<file path="config.mk">
export PLATFORM = sky130hd
export DESIGN_NAME = bus_arbiter_rr
export DESIGN_NICKNAME = d
export VERILOG_FILES = /design/src/rtl/bus_arbiter_rr.sv
export SDC_FILE = /design/constraint.sdc
export NUM_CORES = 1
export LEC_CHECK = 0
export CELL_PAD_IN_SITES_DETAIL_PLACEMENT = 1
export CELL_PAD_IN_SITES_GLOBAL_PLACEMENT = 1
export CORE_ASPECT_RATIO = 0.9
export CORE_MARGIN = 10
export CORE_UTILIZATION = 42
export CTS_BUF_LIST = sky130_fd_sc_hd__clkbuf_2
export CTS_CLUSTER_DIAMETER = 40
export DETAILED_ROUTE_END_ITERATION = 6
export PLACE_DENSITY = 0.89
export SYNTH_ARGS = -nofsm -noshare
export SYNTH_HDL_FRONTEND = slang
export SYNTH_SLANG_ARGS = --single-unit
</file>
<file path="constraint.sdc">
create_clock -name clk -period 3.4 [get_ports clk]
set_input_delay 0.68 -clock clk [delete_from_list [all_inputs] [get_ports clk]]
set_output_delay 0.68 -clock clk [all_outputs]
set_load 0.02 [all_outputs]
</file>
<file path="src/rtl/bus_arbiter_rr.sv">
// Round-robin bus arbiter with a turnaround gap between owners. A watchdog revokes the
// grant from an owner stalled on a silent slave.
module bus_arbiter_rr #(
  parameter int N          = 8,
  parameter int GAP_CYCLES = 1,
  parameter int TIMEOUT    = 255
) (
  input  logic                 clk,
  input  logic                 clr,
  input  logic [N-1:0]         DMA,
  output logic [N-1:0]         grant,
  output logic                 BUS_req,
  input  logic                 BUS_ready,
  output logic [$clog2(N)-1:0] owner,
  output logic                 bus_timeout
);

  localparam int IW = $clog2(N);
  localparam int WW = $clog2(TIMEOUT + 1);
  localparam int GW = (GAP_CYCLES > 1) ? $clog2(GAP_CYCLES) : 1;

  localparam logic [N-1:0]  ONE_HOT0 = {{(N-1){1'b0}}, 1'b1};
  localparam logic [IW-1:0] LAST_RST = IW'(N - 1);
  localparam logic [WW-1:0] WDOG_EXP = WW'(TIMEOUT - 1);
  localparam logic [WW-1:0] WDOG_MAX = {WW{1'b1}};
  localparam logic [GW-1:0] GAP_INIT = GW'((GAP_CYCLES > 0) ? (GAP_CYCLES - 1) : 0);

  typedef enum logic [1:0] {
    ST_IDLE = 2'd0,
    ST_OWN  = 2'd1,
    ST_TURN = 2'd2
  } state_t;

  localparam state_t ST_AFTER_OWN = (GAP_CYCLES > 0) ? ST_TURN : ST_IDLE;

  state_t        state_r;
  logic [N-1:0]  grant_r;
  logic          bus_req_r;
  logic [IW-1:0] owner_r;
  logic [IW-1:0] last_r;
  logic          bus_timeout_r;
  logic [WW-1:0] wdog_r;
  logic [N-1:0]  mask_r;
  logic [GW-1:0] gap_cnt_r;

  logic [N-1:0]  req_s;
  logic [IW:0]   cand_s;
  logic [IW-1:0] idx_s;
  logic [IW-1:0] win_s;
  logic          found_s;

  // Round-robin search: first unmasked requester at or after last_r+1, wrapping at N.
  always_comb begin
    req_s   = DMA & ~mask_r;
    cand_s  = {(IW+1){1'b0}};
    idx_s   = {IW{1'b0}};
    win_s   = {IW{1'b0}};
    found_s = 1'b0;
    for (int i = 0; i < N; i++) begin
      cand_s = {1'b0, last_r} + (IW+1)'(i) + {{IW{1'b0}}, 1'b1};
      if (cand_s >= (IW+1)'(N)) begin
        cand_s = cand_s - (IW+1)'(N);
      end else begin
        cand_s = cand_s;
      end
      idx_s = cand_s[IW-1:0];
      if (!found_s && req_s[idx_s]) begin
        found_s = 1'b1;
        win_s   = idx_s;
      end else begin
        found_s = found_s;
      end
    end
  end

  // Arbitration state machine, watchdog, request mask and all registered outputs.
  always_ff @(posedge clk) begin
    if (clr) begin
      state_r       <= ST_IDLE;
      grant_r       <= {N{1'b0}};
      bus_req_r     <= 1'b0;
      owner_r       <= {IW{1'b0}};
      last_r        <= LAST_RST;
      bus_timeout_r <= 1'b0;
      wdog_r        <= {WW{1'b0}};
      mask_r        <= {N{1'b0}};
      gap_cnt_r     <= {GW{1'b0}};
    end else begin
      bus_timeout_r <= 1'b0;
      // A masked master is released from the mask once it drops its request.
      mask_r        <= mask_r & DMA;
      case (state_r)
        ST_IDLE: begin
          if (found_s) begin
            grant_r   <= ONE_HOT0 << win_s;
            bus_req_r <= 1'b1;
            owner_r   <= win_s;
            last_r    <= win_s;
            wdog_r    <= {WW{1'b0}};
            state_r   <= ST_OWN;
          end else begin
            state_r   <= ST_IDLE;
          end
        end
        ST_OWN: begin
          if (!DMA[owner_r]) begin
            grant_r   <= {N{1'b0}};
            bus_req_r <= 1'b0;
            gap_cnt_r <= GAP_INIT;
            state_r   <= ST_AFTER_OWN;
          end else if (BUS_ready) begin
            wdog_r    <= {WW{1'b0}};
          end else if (wdog_r == WDOG_EXP) begin
            grant_r       <= {N{1'b0}};
            bus_req_r     <= 1'b0;
            bus_timeout_r <= 1'b1;
            mask_r        <= (mask_r & DMA) | (ONE_HOT0 << owner_r);
            gap_cnt_r     <= GAP_INIT;
            state_r       <= ST_AFTER_OWN;
          end else if (wdog_r != WDOG_MAX) begin
            wdog_r    <= wdog_r + {{(WW-1){1'b0}}, 1'b1};
          end else begin
            wdog_r    <= wdog_r;
          end
        end
        ST_TURN: begin
          if (gap_cnt_r == {GW{1'b0}}) begin
            state_r   <= ST_IDLE;
          end else begin
            gap_cnt_r <= gap_cnt_r - {{(GW-1){1'b0}}, 1'b1};
          end
        end
        default: begin
          grant_r   <= {N{1'b0}};
          bus_req_r <= 1'b0;
          state_r   <= ST_IDLE;
        end
      endcase
    end
  end

  assign grant       = grant_r;
  assign BUS_req     = bus_req_r;
  assign owner       = owner_r;
  assign bus_timeout = bus_timeout_r;

endmodule

</file>
Word level (Yosys, flattened, before mapping). Cells that the tools add are included.

Bits in registers: 35. Logic and storage cells: 164.

$add $sub $neg: 24. Order comparisons: 17. Equal/unequal tests: 11. Shift-type cells: 2. Multiplexer cells: 71. Bitwise logic cells: 7. Reduce and logical (&&, ||, !) cells: 23.

Operator list (count): 8-bit 2-to-1 mux (13); 3-bit 2-to-1 mux (16); 3-bit by 4-bit less-than comparator with 1-bit output, second input constant (9); 4-bit greater-or-equal comparator, second input constant (8); 4-bit by 1-bit adder with 4-bit output, second input constant (7); 1-bit binary-select mux with 3-bit select (9); 1-bit 2-to-1 mux (24); 8-bit case mux with 3 select lines (1); 3-bit by 1-bit subtractor with 3-bit output, second input constant (8); 3-bit by 3-bit adder with 4-bit output, second input constant (4); 8-bit AND (2); 8-bit case mux with 2 select lines (1); 1-bit by 3-bit << shifter with 8-bit output, first input constant (2); 3-bit != test, second input constant (4); 3-bit by 2-bit adder with 4-bit output, second input constant (2); 8-bit by 1-bit adder with 8-bit output, second input constant (1); 8-bit equality test, second input constant (1); 2-bit 2-to-1 mux (4); 8-bit != test, second input constant (1); 8-bit NOT (1); 8-bit bitwise OR (1); 1-bit logical AND (7); 1-bit zero test (7); 2-bit != test, second input constant (3); 15 further kinds (19).

Depth between registers and ports, before layout. Gate-level depths: netlist (run 1).

Word-level depth: 30. Gate-level depth with buffers: 13.

Least setup slack after synthesis (run 1). OpenSTA, ideal clock, no wires.

Kind: reg2reg. From: reg last_r[1]. To: reg wdog_r[0]. Library setup time: 0.132 ns. Arrival: 3.049 ns. Required time: 3.268 ns. Path slack: 0.219 ns. Stages on the path, launching flop included: 14. Cells stage by stage: dfxtp_1 -> clkbuf_1 -> inv_1 -> ha_1 -> buf_2 -> nor4bb_1 -> or4_4 -> mux2i_4 -> nand4_2 -> o31ai_4 -> a21boi_4 -> buf_6 -> or3_1 -> a21oi_1.

Word-level cells in the longest chain between the ends: 29. Elaborated cells on any way between the ends: 78. Classes of those cells: add/sub: 22; order compare: 8; eq/ne: 1; mux: 32; reduce/logical: 15.

Ends and longest elaborated chain: start, declared (RTL line 40) `logic [IW-1:0] last_r;`; start signal, assigned (RTL line 98) `last_r <= win_s;`; parallel branches: the longest is 26 deep, another holds 3-bit by 1-bit adder with 4-bit output; 1-bit 2-to-1 mux * (RTL line 67) `if (!found_s && req_s[idx_s]) begin`; 2-bit != test (no line) *; 5-bit AND reduction (no line) *; end signal, assigned (RTL line 85) `wdog_r <= {WW{1'b0}};`; end signal, assigned (RTL line 99) `wdog_r <= {WW{1'b0}};`; end signal, assigned (RTL line 112) `wdog_r <= {WW{1'b0}};`; end, declared (RTL line 42) `logic [WW-1:0] wdog_r;`.

Every way passes the cells marked *. The select of a mux whose other input is x is not followed. A chain may end at the register's enable or synchronous reset.

Worst setup path after layout (run 1).
From: reg last_r[0]. To: reg grant_r[3] (netlist: grant[3]).

Word-level cells in the longest chain between the ends: 30. Elaborated cells on any way between the ends: 89. Classes of those cells: add/sub: 22; order compare: 8; eq/ne: 1; shift: 1; mux: 42; reduce/logical: 15.

Ends and longest elaborated chain: parallel branches: the longest is 30 deep, another holds 3-bit by 1-bit adder with 4-bit output; end signal, assigned (RTL line 80) `grant_r <= {N{1'b0}};`; end signal, assigned (RTL line 95) `grant_r <= ONE_HOT0 << win_s;`; end signal, assigned (RTL line 107) `grant_r <= {N{1'b0}};`; end, declared (RTL line 37) `logic [N-1:0] grant_r;`.

Several ways; the timed one is not identified. The select of a mux whose other input is x is not followed.

==> results.ini, run 1 <==
[run_status]
outcome = complete, no violations

[detailed_routing]
antenna_left = 0
drc = 0
vias = 2615
wl_per_cell_um = 18.7
routed_wl_mm = 8.15
drtIter0Drc = 149
drt-pass1-iter-count = 4
vias_per_cell = 6.01

[worst_setup_path]
crit_required_ps = 3730
crit_path_max_fanout = 9
cp.arrival_ps = 3520
crit_path_start_kind = flip-flop
path_class = reg -> reg
crit_path_end_kind = flip-flop
path_cells = inv_6, ha_1, and4b_1, or4_4, mux2_2, nor3_2, o311ai_1, a32oi_2, nor2_1, o32ai_1
max_stage_delay_ps = 590
cp_slowest_cell = or4_4

[cts]
path_clk_slew_ps = 200
clockBufferDepth = 2
postCtsSetupBuffers = 0
clock_latency_ps = 400
cts_tree = yes
clock_sinks = 34
hold_buffers = 0
root_buffer = clkbuf_2
cts_buffers = 5
htreeDepth = 2

[synth]
syn_avg_cell_area_um2 = 9.13
synth_area_leaders = dfxtp_1, mux4_2, a21oi_1
synth_cell_type_count = 72
synth_top_area_share_pct = 25.3
ys_async_sr_fraction_pct = 0
synth_cells = 294
ys_ff_latch = 34
yosysSeqAreaShare_pct = 25.3
synth_nets = 310
synth_ff_type = dfxtp_1
synth_top_area_cell = dfxtp_1
synth_edf_count = 0
synth_area_um2 = 2690
synth_warnings = 0

[global_routing]
grt_pass1_wl_mm = 13.8
grt_use_total_pct = 16.6
antenna_found_initial = 0
grt_pass1_vias = 2755
overflow = 0
grt_max_degree = 30

[power]
ir_drop_v = 0.000486
power_mw = 3.50
powerDensity_nw_per_um2 = 1050
p_leak_nw = 1.22

[timing]
rsz0062_at_grt = no
min_period_ps = 3190
tightest_slew_ps = 703
fmax_mhz = 313
slew_headroom_pct = 53.1
setup_viol = 0
skew_ps = 20.5
fin_ws_ps = 209
hold_violations = 0
slew_violations = 0
period_share_pct = 93.9

[placement]
post-place-ws_ps = -164
io_buffers = 23
globalplace.congestion = 0.872
hpwl_mm = 6.40

[layout]
fillers = 743
nNetsFinal = 363
drive_gt1_share_pct = 23.6
area_delta_synth_final_pct = 23.7
fin_util_pct = 54.0
n_antenna_cell = 0

[run]
drv_cap = 0

[floorplan]
row_count = 27
die_area_um2 = 10000
io-pin-count = 24
die_w_um = 104
die_h_um = 95.9
core_area_um2 = 6150
start_util_pct = 43.7

[min_path]
hold_path_class = reg -> reg

## cell type report
type                    instances  area, um2  share of cell area (%)
clock buffers                   5       25.0                   0.753
multi-input cells             232       1880                    56.5
clock inverters                 3       45.0                    1.36
flip-flops and latches         34        682                    20.5
well taps                      87        109                    3.28
inverters                      13       53.8                    1.62
repair buffers                 61        532                    16.0
## worst max-delay path, delay by kind of cell (launching register included)
kind | cells | cell delay [ps]
AND/OR/NAND/NOR | 4 | 1210
AO/OA/AOI/OAI | 3 | 710
flip-flops | 1 | 420
adder cells (fa/ha/maj) | 1 | 400
multiplexers | 1 | 350
buffers and inverters | 1 | 30
## placed cells by master (no fill, tap or decap), drive strengths merged, types with 3 or more instances in the layout
cell type,Yosys,layout
or2,3,3
nand3b,3,3
mux2,4,4
a22oi,6,6
o32ai,5,5
a21oi,20,20
nand4bb,3,3
a32oi,3,3
nor4bb,5,5
o21ai,16,16
o211ai,3,3
nor3,7,7
o31a,3,3
mux4,9,9
clkbuf,8,5
a32o,4,4
ha,5,5
and3,3,3
or3,3,3
nand4,3,3
nand2,20,20
mux2i,11,11
buf,7,38
nand2b,3,3
nand3,8,8
a41oi,3,3
xnor2,3,3
clkdlybuf4s50,0,23
or4,5,5
dfxtp,34,34
nor2b,14,14
inv,13,13
a21boi,4,4
nor2,19,19
or4b,5,5
## per-layer routing
| layer | vias up | GRT usage (%) | part of all wire (%) | wire length, um |
|---|---|---|---|---|
| met2 | 48 | 28.9 | 50 | 4100 |
| li1 | 1249 | - | - | - |
| met3 | 12 | 2.87 | 3.3 | 266 |
| met5 | - | 0 | 0 | 0 |
| met1 | 1306 | 20.0 | 45 | 3650 |
| met4 | 0 | 7.29 | 1.6 | 130 |
## through the flow
stage | instances | setup TNS [ps] | instance area (um2) | hold WS (ps)
6_report | 435 | 0 | 3320 | 480
5_1_grt | 435 | 0 | 3320 | 496
4_1_cts | 435 | 0 | 3300 | 481
3_5_place_dp | 427 | -1910 | 3230 | 450
3_3_place_gp | 427 | -660 | 3230 | 434
2_1_floorplan | 294 | 0 | 2690 | 421
## path summary, 6_finish.rpt
check / slack [ps] / start / to / depth (start not counted)
worst max-delay path: 210 / last_r[0] / grant[3] / 10
worst min-delay path: 480 / grant[7] / grant[7] / 2
worst max register to register: 210 / last_r[0] / grant[3] / 10
worst min register to register: 480 / grant[7] / grant[7] / 2
## where the power goes
| part | leakage, nW | switching [mW] | internal, mW |
|---|---|---|---|
| combinational | 0.910 | 1.44 | 1.22 |
| clock | 0.0352 | 0.152 | 0.123 |
| sequential | 0.276 | 0.0917 | 0.467 |
## cells in the mapped netlist (all sizes together) (6+ instances only)
| master | number |
|---|---|
| mux4 | 9 |
| inv | 13 |
| dfxtp | 34 |
| nor2b | 14 |
| clkbuf | 8 |
| o21ai | 16 |
| buf | 7 |
| nor3 | 7 |
| a21oi | 20 |
| nor2 | 19 |
| nand3 | 8 |
| mux2i | 11 |
| nand2 | 20 |
| a22oi | 6 |
## registers in the layout (all words and copies together), names as in the netlist
name / flops
grant: 8
owner: 3
wdog_r: 8
BUS_req: 1
state_r: 2
mask_r: 8
bus_timeout: 1
last_r: 3
## cells by family (layout without fill, tap and decap cells)
kind of cell,after synthesis,count (layout),synth area share (%)
simple gates,115,115,26.8
compound gates,83,83,23.0
flops,34,34,25.3
buf+inv,28,82,5.45
mux,24,24,14.2
fa+ha+maj,5,5,2.33
xor+xnor,5,5,2.89
## what timing repair did
action,CTS,global route
setup endpoints to repair,0,11
gates resized for setup,0,5
endpoints found under the hold margin,0,0
Note: power is estimated with default switching activity, not from simulation.
==> inputs of run 2 (changes only) <==
Settings changed: ABC_AREA set to 1, CORE_UTILIZATION 42 to 37, PLACE_DENSITY 0.89 to 0.88, SLEW_MARGIN set to 20.
==> results.ini, run 2 <==
[layout]
fillers = 864
area_delta_synth_final_pct = 14.8
n_antenna_cell = 0
regArea_um2 = 681
drive_gt1_share_pct = 8.33
most-common-layout-cells = nand2_1, nand3_1, inv_1
mostFrequentLayoutCell = nand2_1
multiInputGateArea_um2 = 1490
nNetsFinal = 447

[worst_setup_path]
max_stage_delay_ps = 540
path_cells = inv_2, ha_1, inv_2, nand2_1, nand2_1, nand2_1, nand3_1, nand2_2, nand3_2, nor2_4, nand4_2, nor2_4, nand2_2, nand2_2, o21ai_1, nor3_1
crit_path_start_kind = flip-flop
cp_top_family = simple AND/OR/NAND/NOR gates
crit_required_ps = 3700
cp_slowest_cell = ha_1
cp.arrival_ps = 3330
crit_path_end_kind = flip-flop
worst-path-buf-inv = 2
path_class = reg -> reg
crit_path_max_fanout = 13

[synth]
synth.most_common_cell = nand2_1
synth_nets = 421
syn_avg_cell_area_um2 = 5.99
synth_cells = 405
yosysSeqAreaShare_pct = 28.1
synth_warnings = 0
ys_async_sr_fraction_pct = 0
synth_edf_count = 0
ys_ff_latch = 34
synth_area_um2 = 2420
synth_ff_type = dfxtp_1
synth_area_leaders = dfxtp_1, nand2_1, nand3_1
synth_top_area_share_pct = 28.1
synth_top_area_cell = dfxtp_1
synth_cell_type_count = 30
synthTopCellsByCount = nand2_1, nand3_1, inv_1

[power]
pwr-share-clk_pct = 7.0
intPower_mw = 1.12
powerDensity_nw_per_um2 = 973
p_switching_mw = 1.58
power_frac_seq_pct = 20.1
p_leak_nw = 1.19
share_comb_of_total_power_pct = 72.9
ir_drop_v = 0.000448
netSwitchingFraction_pct = 58.5
power_mw = 2.71

[detailed_routing]
vias_per_cell = 5.18
drtIter0Drc = 95
vias = 2689
drt-pass1-iter-count = 4
wl_per_cell_um = 14.5
drc = 0
routed_wl_mm = 7.53
antenna_left = 0

[placement]
globalplace.congestion = 0.881
io_buffers = 23
hpwl_mm = 6.08

[global_routing]
grt_max_degree = 28
antenna_found_initial = 0
grt_pass1_wl_mm = 13.0
grt_pass1_vias = 2770
overflow = 0
grt_use_total_pct = 14.8

[cts]
hold_buffers = 0
clockBufferDepth = 2
postCtsSetupBuffers = 0
root_buffer = clkbuf_2
clock_sinks = 34
path_clk_slew_ps = 190
clock_latency_ps = 380
cts_buffers = 5
cts_tree = yes
htreeDepth = 2
cts-resized-gates = 0

[floorplan]
io-pin-count = 24
start_util_pct = 38.8
die_area_um2 = 10200
die_h_um = 96.8
core_area_um2 = 6250
die_w_um = 105
row_count = 27

[timing]
hold_violations = 0
min_period_ps = 3030
slew_headroom_pct = 72.2
period_share_pct = 89.0
skew_ps = 20.4
slew_violations = 0
rsz0062_at_grt = no
fin_hold_ws_ps = 471
tightest_slew_ps = 414
setup_viol = 0
setup-tns-final_ps = 0
fmax_mhz = 330

[run]
drv_cap = 0

[min_path]
hold_path_class = reg -> reg

[run_status]
outcome = complete, no violations

run 2: changes by cell type after synthesis, moves of 7 or more:
| cell | change |
|---|---|
| inv_2 | +8 |
| nand2_2 | +7 |
| nor2_1 | +25 |
| nand3_1 | +61 |
| mux2i_1 | -10 |
| nand4_1 | +8 |
| mux4_2 | -9 |
| inv_1 | +33 |
| nor2b_1 | -14 |
| nand2_1 | +88 |
run 2: through the flow:
stage | worst slack (ps) | utilization, % | instance area [um2] | std cells
floorplan | 904 | - | 2420 | 405
global placement | 428 | 43.9 | 2740 | 511
detailed placement | 354 | 43.9 | 2740 | 511
CTS | 389 | 44.5 | 2780 | 519
global route | 64.9 | 44.5 | 2780 | 519
finish | 373 | 44.5 | 2780 | 519
run 2: tightest hold or removal path, stage by stage (launching register included):
cell and delay (ps):
dfxtp_1 350, nand2_1 50, a21oi_1 50
run 2: final timing paths:
path	from	slack (ps)	to	depth (start not counted)
hold / removal	mask_r[2]	470	mask_r[2]	2
setup / recovery	last_r[0]	370	wdog_r[2]	16
setup reg to reg	last_r[0]	370	wdog_r[2]	16
hold reg to reg	mask_r[2]	470	mask_r[2]	2
run 2: per-layer routing:
layer	share of wire, %	wire length, um	up-vias	global-route usage [%]
li1	-	-	1365	-
met1	49	3660	1289	19.2
met2	47	3520	30	24.5
met3	4.2	320	5	3.64
met4	0.32	24	0	2.20
met5	0	0	-	0
run 2: area by class of cell:
| cell class | count | area share (%) |
|---|---|---|
| inverter | 55 | 7.42 |
| multi-input combinational | 308 | 53.4 |
| timing repair buffer | 27 | 9.35 |
| tap | 87 | 3.91 |
| clock buffer | 5 | 0.899 |
| sequential | 34 | 24.4 |
| clock inverter | 3 | 0.584 |
run 2: power by group through the flow:
| stage | Combinational (mW) | Sequential [mW] | Clock, mW |
|---|---|---|---|
| finish | 1.97 | 0.544 | 0.190 |
| global route | 2.24 | 0.557 | 0.217 |
| CTS | 1.97 | 0.544 | 0.198 |
| detailed placement | 1.96 | 0.553 | 0 |
| global placement | 1.90 | 0.550 | 0 |
| floorplan | 1.41 | 0.589 | 0 |
run 2: cells by family after synthesis:
logic type	after synthesis	share of synthesized area, %
adder cells (fa/ha/maj)	5	2.58
AND/OR/NAND/NOR	260	48.7
flip-flops	34	28.1
AO/OA/AOI/OAI	40	8.98
buffers and inverters	63	10.6
XOR/XNOR	3	1.08
